===== src/rtl/pmem_rr_arbiter_if.sv =====
// Bundle of requester-side channel signals and the physical memory port
// handled by pmem_rr_arbiter; slave is the arbiter's view, master the environment's.
interface pmem_rr_arbiter_if #(
  parameter int NUM_CH     = 2,
  parameter int ADDR_WIDTH = 32,
  parameter int LINE_WIDTH = 256
);
  localparam int IDX_W = $clog2(NUM_CH);

  logic [NUM_CH*ADDR_WIDTH-1:0] ch_address;
  logic [NUM_CH*LINE_WIDTH-1:0] ch_wdata;
  logic [NUM_CH-1:0]            ch_read;
  logic [NUM_CH-1:0]            ch_write;
  logic [LINE_WIDTH-1:0]        ch_rdata;
  logic [NUM_CH-1:0]            ch_resp;

  logic [ADDR_WIDTH-1:0]        pmem_address;
  logic [LINE_WIDTH-1:0]        pmem_wdata;
  logic                         pmem_read;
  logic                         pmem_write;
  logic [LINE_WIDTH-1:0]        pmem_rdata;
  logic                         pmem_resp;

  logic                         busy;
  logic [IDX_W-1:0]             grant_id;

  modport slave (
    input  ch_address, ch_wdata, ch_read, ch_write, pmem_rdata, pmem_resp,
    output ch_rdata, ch_resp, pmem_address, pmem_wdata, pmem_read, pmem_write,
           busy, grant_id
  );

  modport master (
    output ch_address, ch_wdata, ch_read, ch_write, pmem_rdata, pmem_resp,
    input  ch_rdata, ch_resp, pmem_address, pmem_wdata, pmem_read, pmem_write,
           busy, grant_id
  );
endinterface


===== src/rtl/pmem_rr_arbiter.sv =====
// N-channel cache-line arbiter onto one physical memory port: round-robin or
// fixed-priority grant, registered pmem outputs and a one-cycle resp pulse.
module pmem_rr_arbiter #(
  parameter int NUM_CH     = 2,
  parameter int ADDR_WIDTH = 32,
  parameter int LINE_WIDTH = 256,
  parameter bit RR_MODE    = 1'b1
) (
  input  logic                 clk,
  input  logic                 rst,
  pmem_rr_arbiter_if.slave     arb_io
);
  localparam int IDX_W = $clog2(NUM_CH);

  typedef enum logic [1:0] {
    S_IDLE  = 2'd0,
    S_ISSUE = 2'd1,
    S_RESP  = 2'd2
  } state_e;

  state_e                state_q,  state_d;
  logic [IDX_W-1:0]      ptr_q,    ptr_d;
  logic [IDX_W-1:0]      gid_q,    gid_d;
  logic [ADDR_WIDTH-1:0] addr_q,   addr_d;
  logic [LINE_WIDTH-1:0] wdata_q,  wdata_d;
  logic                  rd_q,     rd_d;
  logic                  wr_q,     wr_d;
  logic [LINE_WIDTH-1:0] rdata_q,  rdata_d;
  logic [NUM_CH-1:0]     resp_q,   resp_d;

  logic [NUM_CH-1:0]     req;
  logic [IDX_W-1:0]      win_idx;

  assign req = arb_io.ch_read | arb_io.ch_write;

  // Winner: lowest set index overall, then (round-robin only) overridden by the
  // lowest set index at or above the pointer; if none exists the search wraps.
  always_comb begin
    win_idx = '0;
    for (int i = NUM_CH - 1; i >= 0; i--) begin
      if (req[i]) win_idx = IDX_W'(i);
    end
    if (RR_MODE) begin
      for (int i = NUM_CH - 1; i >= 0; i--) begin
        if (req[i] && (i >= int'(ptr_q))) win_idx = IDX_W'(i);
      end
    end
  end

  always_comb begin
    // NOTE: every next-state signal is defaulted to its register first, so no
    // path through the case leaves it unassigned and no latch is inferred.
    state_d = state_q;
    ptr_d   = ptr_q;
    gid_d   = gid_q;
    addr_d  = addr_q;
    wdata_d = wdata_q;
    rd_d    = rd_q;
    wr_d    = wr_q;
    rdata_d = rdata_q;
    resp_d  = resp_q;

    unique case (state_q)
      S_IDLE: begin
        if (|req) begin
          addr_d  = arb_io.ch_address[win_idx*ADDR_WIDTH +: ADDR_WIDTH];
          wdata_d = arb_io.ch_wdata[win_idx*LINE_WIDTH +: LINE_WIDTH];
          wr_d    = arb_io.ch_write[win_idx];
          rd_d    = arb_io.ch_read[win_idx] & ~arb_io.ch_write[win_idx];
          gid_d   = win_idx;
          state_d = S_ISSUE;
        end
      end
      S_ISSUE: begin
        if (arb_io.pmem_resp) begin
          rdata_d = arb_io.pmem_rdata;
          rd_d    = 1'b0;
          wr_d    = 1'b0;
          resp_d  = NUM_CH'(1) << gid_q;
          if (RR_MODE) begin
            ptr_d = (gid_q == IDX_W'(NUM_CH - 1)) ? '0 : gid_q + IDX_W'(1);
          end
          state_d = S_RESP;
        end
      end
      S_RESP: begin
        resp_d  = '0;
        state_d = S_IDLE;
      end
      default: begin
        state_d = S_IDLE;
      end
    endcase
  end

  // NOTE: state registers use non-blocking assignments so every flop samples
  // the pre-edge values regardless of statement order.
  always_ff @(posedge clk or negedge rst) begin
    if (!rst) begin
      state_q <= S_IDLE;
      ptr_q   <= '0;
      gid_q   <= '0;
      addr_q  <= '0;
      wdata_q <= '0;
      rd_q    <= 1'b0;
      wr_q    <= 1'b0;
      rdata_q <= '0;
      resp_q  <= '0;
    end else begin
      state_q <= state_d;
      ptr_q   <= ptr_d;
      gid_q   <= gid_d;
      addr_q  <= addr_d;
      wdata_q <= wdata_d;
      rd_q    <= rd_d;
      wr_q    <= wr_d;
      rdata_q <= rdata_d;
      resp_q  <= resp_d;
    end
  end

  assign arb_io.pmem_address = addr_q;
  assign arb_io.pmem_wdata   = wdata_q;
  assign arb_io.pmem_read    = rd_q;
  assign arb_io.pmem_write   = wr_q;
  assign arb_io.ch_rdata     = rdata_q;
  assign arb_io.ch_resp      = resp_q;
  assign arb_io.grant_id     = gid_q;
  assign arb_io.busy         = (state_q != S_IDLE);
endmodule


===== src/flat_wrapper.sv =====
// flat-port wrapper written by rule: the top's interface ports become plain ports
module pmem_rr_arbiter_flat 
#(
  parameter int NUM_CH     = 2,
  parameter int ADDR_WIDTH = 32,
  parameter int LINE_WIDTH = 256,
  parameter bit RR_MODE    = 1'b1
)
  (clk, rst, arb_io_ch_address, arb_io_ch_wdata, arb_io_ch_read, arb_io_ch_write, arb_io_pmem_rdata, arb_io_pmem_resp, arb_io_ch_rdata, arb_io_ch_resp, arb_io_pmem_address, arb_io_pmem_wdata, arb_io_pmem_read, arb_io_pmem_write, arb_io_busy, arb_io_grant_id);
  pmem_rr_arbiter_if #(.NUM_CH(NUM_CH), .ADDR_WIDTH(ADDR_WIDTH), .LINE_WIDTH(LINE_WIDTH)) arb_io_i ();
  input  logic clk;
  input  logic rst;
  input wire logic [$bits(arb_io_i.ch_address)-1:0] arb_io_ch_address;
  input wire logic [$bits(arb_io_i.ch_wdata)-1:0] arb_io_ch_wdata;
  input wire logic [$bits(arb_io_i.ch_read)-1:0] arb_io_ch_read;
  input wire logic [$bits(arb_io_i.ch_write)-1:0] arb_io_ch_write;
  input wire logic [$bits(arb_io_i.pmem_rdata)-1:0] arb_io_pmem_rdata;
  input wire logic [$bits(arb_io_i.pmem_resp)-1:0] arb_io_pmem_resp;
  output wire logic [$bits(arb_io_i.ch_rdata)-1:0] arb_io_ch_rdata;
  output wire logic [$bits(arb_io_i.ch_resp)-1:0] arb_io_ch_resp;
  output wire logic [$bits(arb_io_i.pmem_address)-1:0] arb_io_pmem_address;
  output wire logic [$bits(arb_io_i.pmem_wdata)-1:0] arb_io_pmem_wdata;
  output wire logic [$bits(arb_io_i.pmem_read)-1:0] arb_io_pmem_read;
  output wire logic [$bits(arb_io_i.pmem_write)-1:0] arb_io_pmem_write;
  output wire logic [$bits(arb_io_i.busy)-1:0] arb_io_busy;
  output wire logic [$bits(arb_io_i.grant_id)-1:0] arb_io_grant_id;
  assign arb_io_i.ch_address = arb_io_ch_address;
  assign arb_io_i.ch_wdata = arb_io_ch_wdata;
  assign arb_io_i.ch_read = arb_io_ch_read;
  assign arb_io_i.ch_write = arb_io_ch_write;
  assign arb_io_i.pmem_rdata = arb_io_pmem_rdata;
  assign arb_io_i.pmem_resp = arb_io_pmem_resp;
  assign arb_io_ch_rdata = arb_io_i.ch_rdata;
  assign arb_io_ch_resp = arb_io_i.ch_resp;
  assign arb_io_pmem_address = arb_io_i.pmem_address;
  assign arb_io_pmem_wdata = arb_io_i.pmem_wdata;
  assign arb_io_pmem_read = arb_io_i.pmem_read;
  assign arb_io_pmem_write = arb_io_i.pmem_write;
  assign arb_io_busy = arb_io_i.busy;
  assign arb_io_grant_id = arb_io_i.grant_id;
  pmem_rr_arbiter #(.NUM_CH(NUM_CH), .ADDR_WIDTH(ADDR_WIDTH), .LINE_WIDTH(LINE_WIDTH), .RR_MODE(RR_MODE)) u_core (.clk(clk), .rst(rst), .arb_io(arb_io_i));
endmodule

===== config.mk =====
export PLATFORM = sky130hd
export DESIGN_NAME = pmem_rr_arbiter_flat
export DESIGN_NICKNAME = d
export VERILOG_FILES = /design/src/rtl/pmem_rr_arbiter_if.sv /design/src/rtl/pmem_rr_arbiter.sv /design/src/flat_wrapper.sv
export SDC_FILE = /design/constraint.sdc
export NUM_CORES = 1
export LEC_CHECK = 0
export CORE_AREA = 2 2 548 550
export CTS_CLUSTER_DIAMETER = 200
export DETAILED_ROUTE_END_ITERATION = 6
export DIE_AREA = 0 0 550 552
export GPL_ROUTABILITY_DRIVEN = 0
export MAX_ROUTING_LAYER = met4
export PLACE_DENSITY = 0.3
export SYNTH_ARGS = -nofsm -noshare
export SYNTH_HDL_FRONTEND = slang
export SYNTH_SLANG_ARGS = --single-unit

===== constraint.sdc =====
create_clock -name clk -period 1.8 [get_ports clk]
set_input_delay 0.18 -clock clk [delete_from_list [all_inputs] [get_ports clk]]
set_output_delay 0.18 -clock clk [all_outputs]
set_load 0.1 [all_outputs]

==> results of run 1 <==
worst max-delay path, cell delays in order, from the launching register on:
cell and delay [ps]:
dfrtp_1 410, nor2_4 140, buf_12 120, clkinvlp_4 100, buf_6 140, buf_12 150
final timing paths:
check                                            startpoint  slack, ps                             to  cells past startpoint
max in group asynchronous                               rst       1020   u_core.arb_io.pmem_wdata[10]                      3
worst min register to register  u_core.arb_io.ch_rdata[180]        500    u_core.arb_io.ch_rdata[180]                      1
worst max register to register            u_core.state_q[0]        -50    u_core.arb_io.ch_rdata[148]                      7
worst min-delay path                   arb_io_ch_wdata[394]         70  u_core.arb_io.pmem_wdata[138]                      3
min in group asynchronous                               rst        200    u_core.arb_io.pmem_wdata[3]                      3
worst max-delay path                      u_core.state_q[0]       -220                    arb_io_busy                      5
layout make-up:
| class | count | share of cell area (%) |
|---|---|---|
| flip-flops and latches | 552 | 24.1 |
| well taps | 3958 | 8.61 |
| multi-input cells | 1439 | 16.5 |
| inverters | 3 | 0.0261 |
| clock inverters | 29 | 0.746 |
| clock buffers | 118 | 4.25 |
| repair buffers | 2392 | 45.7 |
| diodes | 37 | 0.161 |
cells by family after synthesis:
logic type | Yosys count
simple gates | 305
mux | 258
compound gates | 876
buf+inv | 255
flops | 552
layout by cell type, fill, tap and decap left out, types with 3 or more instances in the layout:
cell type,count
a21oi_1,290
a31oi_1,287
buf_12,258
buf_16,21
buf_4,461
buf_6,40
buf_8,20
bufinv_16,8
clkbuf_1,16
clkbuf_16,113
clkbuf_8,15
clkdlybuf4s50_1,837
clkinv_2,9
clkinv_4,5
clkinvlp_4,4
dfrtp_1,524
dfrtp_2,28
diode_2,37
dlygate4sd3_1,729
mux2_2,201
mux2_4,56
nand3_1,290
nor2_4,3
o21ai_0,286
o21ai_1,6
registers in the layout (all words and copies together) (netlist names):
signal	cells
u_core.state_q	2
u_core.arb_io.pmem_wdata	256
u_core.arb_io.ch_rdata	256
u_core.arb_io.grant_id	1
u_core.arb_io.pmem_address	32
u_core.arb_io.ch_resp	2
u_core.arb_io.pmem_read	1
u_core.arb_io.pmem_write	1
u_core.ptr_q	1
routing by layer:
| metal | track usage (%) | wire [um] | vias to the layer above |
|---|---|---|---|
| li1 | - | - | 12900 |
| met1 | 14.3 | 79800 | 14100 |
| met2 | 20.7 | 95700 | 1339 |
| met3 | 6.76 | 25700 | 284 |
| met4 | 4.32 | 7270 | 0 |
| met5 | - | 0 | - |
cell usage after synthesis (all sizes together) (2+ instances only):
master | n | area (um^2)
dfrtp | 552 | 13800
o21ai | 292 | 1460
a21oi | 290 | 1450
nand3 | 290 | 1450
a31oi | 288 | 1800
mux2 | 257 | 2890
clkbuf | 161 | 606
buf | 91 | 592
nor2 | 5 | 28.8
inv | 3 | 11.3
nand2 | 2 | 7.51
stage by stage:
stage | setup WS, ps | instances | cell area (um^2) | TNS [ps]
floorplan | -158 | 2246 | 24400 | -39900
global placement | -476 | 7560 | 45400 | -140060
detailed placement | -418 | 7560 | 45400 | -132460
CTS | -334 | 8452 | 56300 | -2680
global route | -343 | 8526 | 57500 | -12820
finish | -219 | 8528 | 57500 | -1010
timing repair:
item	4_1_cts	5_1_grt
pin swaps	1	4
hold buffers	730	0
endpoints found under the setup margin	515	273
resized for setup	132	72
endpoints found under the hold margin	1000	0
setup buffers	8	11
cloned	8	30
==> summary.txt, run 1 <==
Critical Path AT: 1840 ps
drt first pass iters: 5
Synth Area per Inst: 10.8 um^2
Synth Area in Adders: 0%
CP Max Fanout: 3
# fillers: 32800
Max Cap Viol: 0
CTS tree: done
largest net degree at the start of global routing: 62
Distinct cells, synth: 31
#FFs+latches synth: 552
num ports: 1389
GRT Util Overall: 13.2%
synth-to-layout area growth: 137%
DP HPWL: 162000 um
htree depth: 3
remaining antenna violation count: 0
Synth Area in Compound Gates: 19.7%
row count: 201
Max-slew headroom: 53.4%
Core Area: 0.298 mm^2
Final #Nets: 5314
DIE WIDTH: 550 um
Slew Viols, Final: 0
# clock sinks: 552
grt ovf: 0
status: complete, but fails checks
Mapped Area: 0.0242 mm^2
Die Area: 0.304 mm^2
first-pass GRT wire length: 270000 um
Setup Skew: 29.7 ps
final-report hold violation count: 0
Clk Latency, worst-skew pair: 790 ps
share of layout cells above drive strength 1: 27.6%
startpoint types: register
Syn Nets: 3085
port bufs: 1388
Post-synth EDFFs: 0
final core utilization: 19.3%
Initial Util: 8.12%
Final WS setup: -219 ps
antenna violations before repair: 76
Post-Syn Instances: 2246
dominant combinational cell family by area after synthesis: compound AO/OA/AOI/OAI gates
failing checks: setup timing
Wirelength per Cell: 24.4 um
Die Span Y: 552 um
ys flop type: dfrtp_1
DR vias: 28600
mux share of post-synthesis cell area: 12.0%
final wirelength: 208000 um
WP data required: 1620 ps
TritonCTS Buffers: 87
post-synthesis sequential area ratio: 57.0%
area of the multi-input gates: 0.00947 mm^2
ys async rst share: 100%
Max Freq: 495 MHz
Crit. End Element: output pin
worst-margin pin slew: 700 ps
DR iter-0 viols: 1691
CTS max path bufs: 4
worst hold path type: in -> reg
Post-Synth XOR/XNOR Area: 0%
fin crit share: 112%
vias in the first global route: 30800
Storage cell area: 0.0138 mm^2
# DRC: 0
hold slack: 72.7 ps
min Tclk post-route: 2020 ps
Setup CP Type: reg -> out
Via-to-Cell Ratio: 3.35
Ys Warns: 0
RSZ-0062 raised after global routing: yes
root buf cell: clkbuf_16
clk slew on worst S/H paths: 60 ps
final setup fails: 49
area share of and/or/nand/nor cells after synthesis: 6.37%
Power of run 1 is left out: the tool's default activity adds up to more than one toggle a clock period on the data nets, which glitch-free logic cannot reach.
==> run 2, diff against run 1 <==
Settings changed: CAP_MARGIN from default to 15.
==> results of run 2 <==
Final layout, timing and power as in run 1 (identical DEF).
Power of run 2 is left out for the same reason.
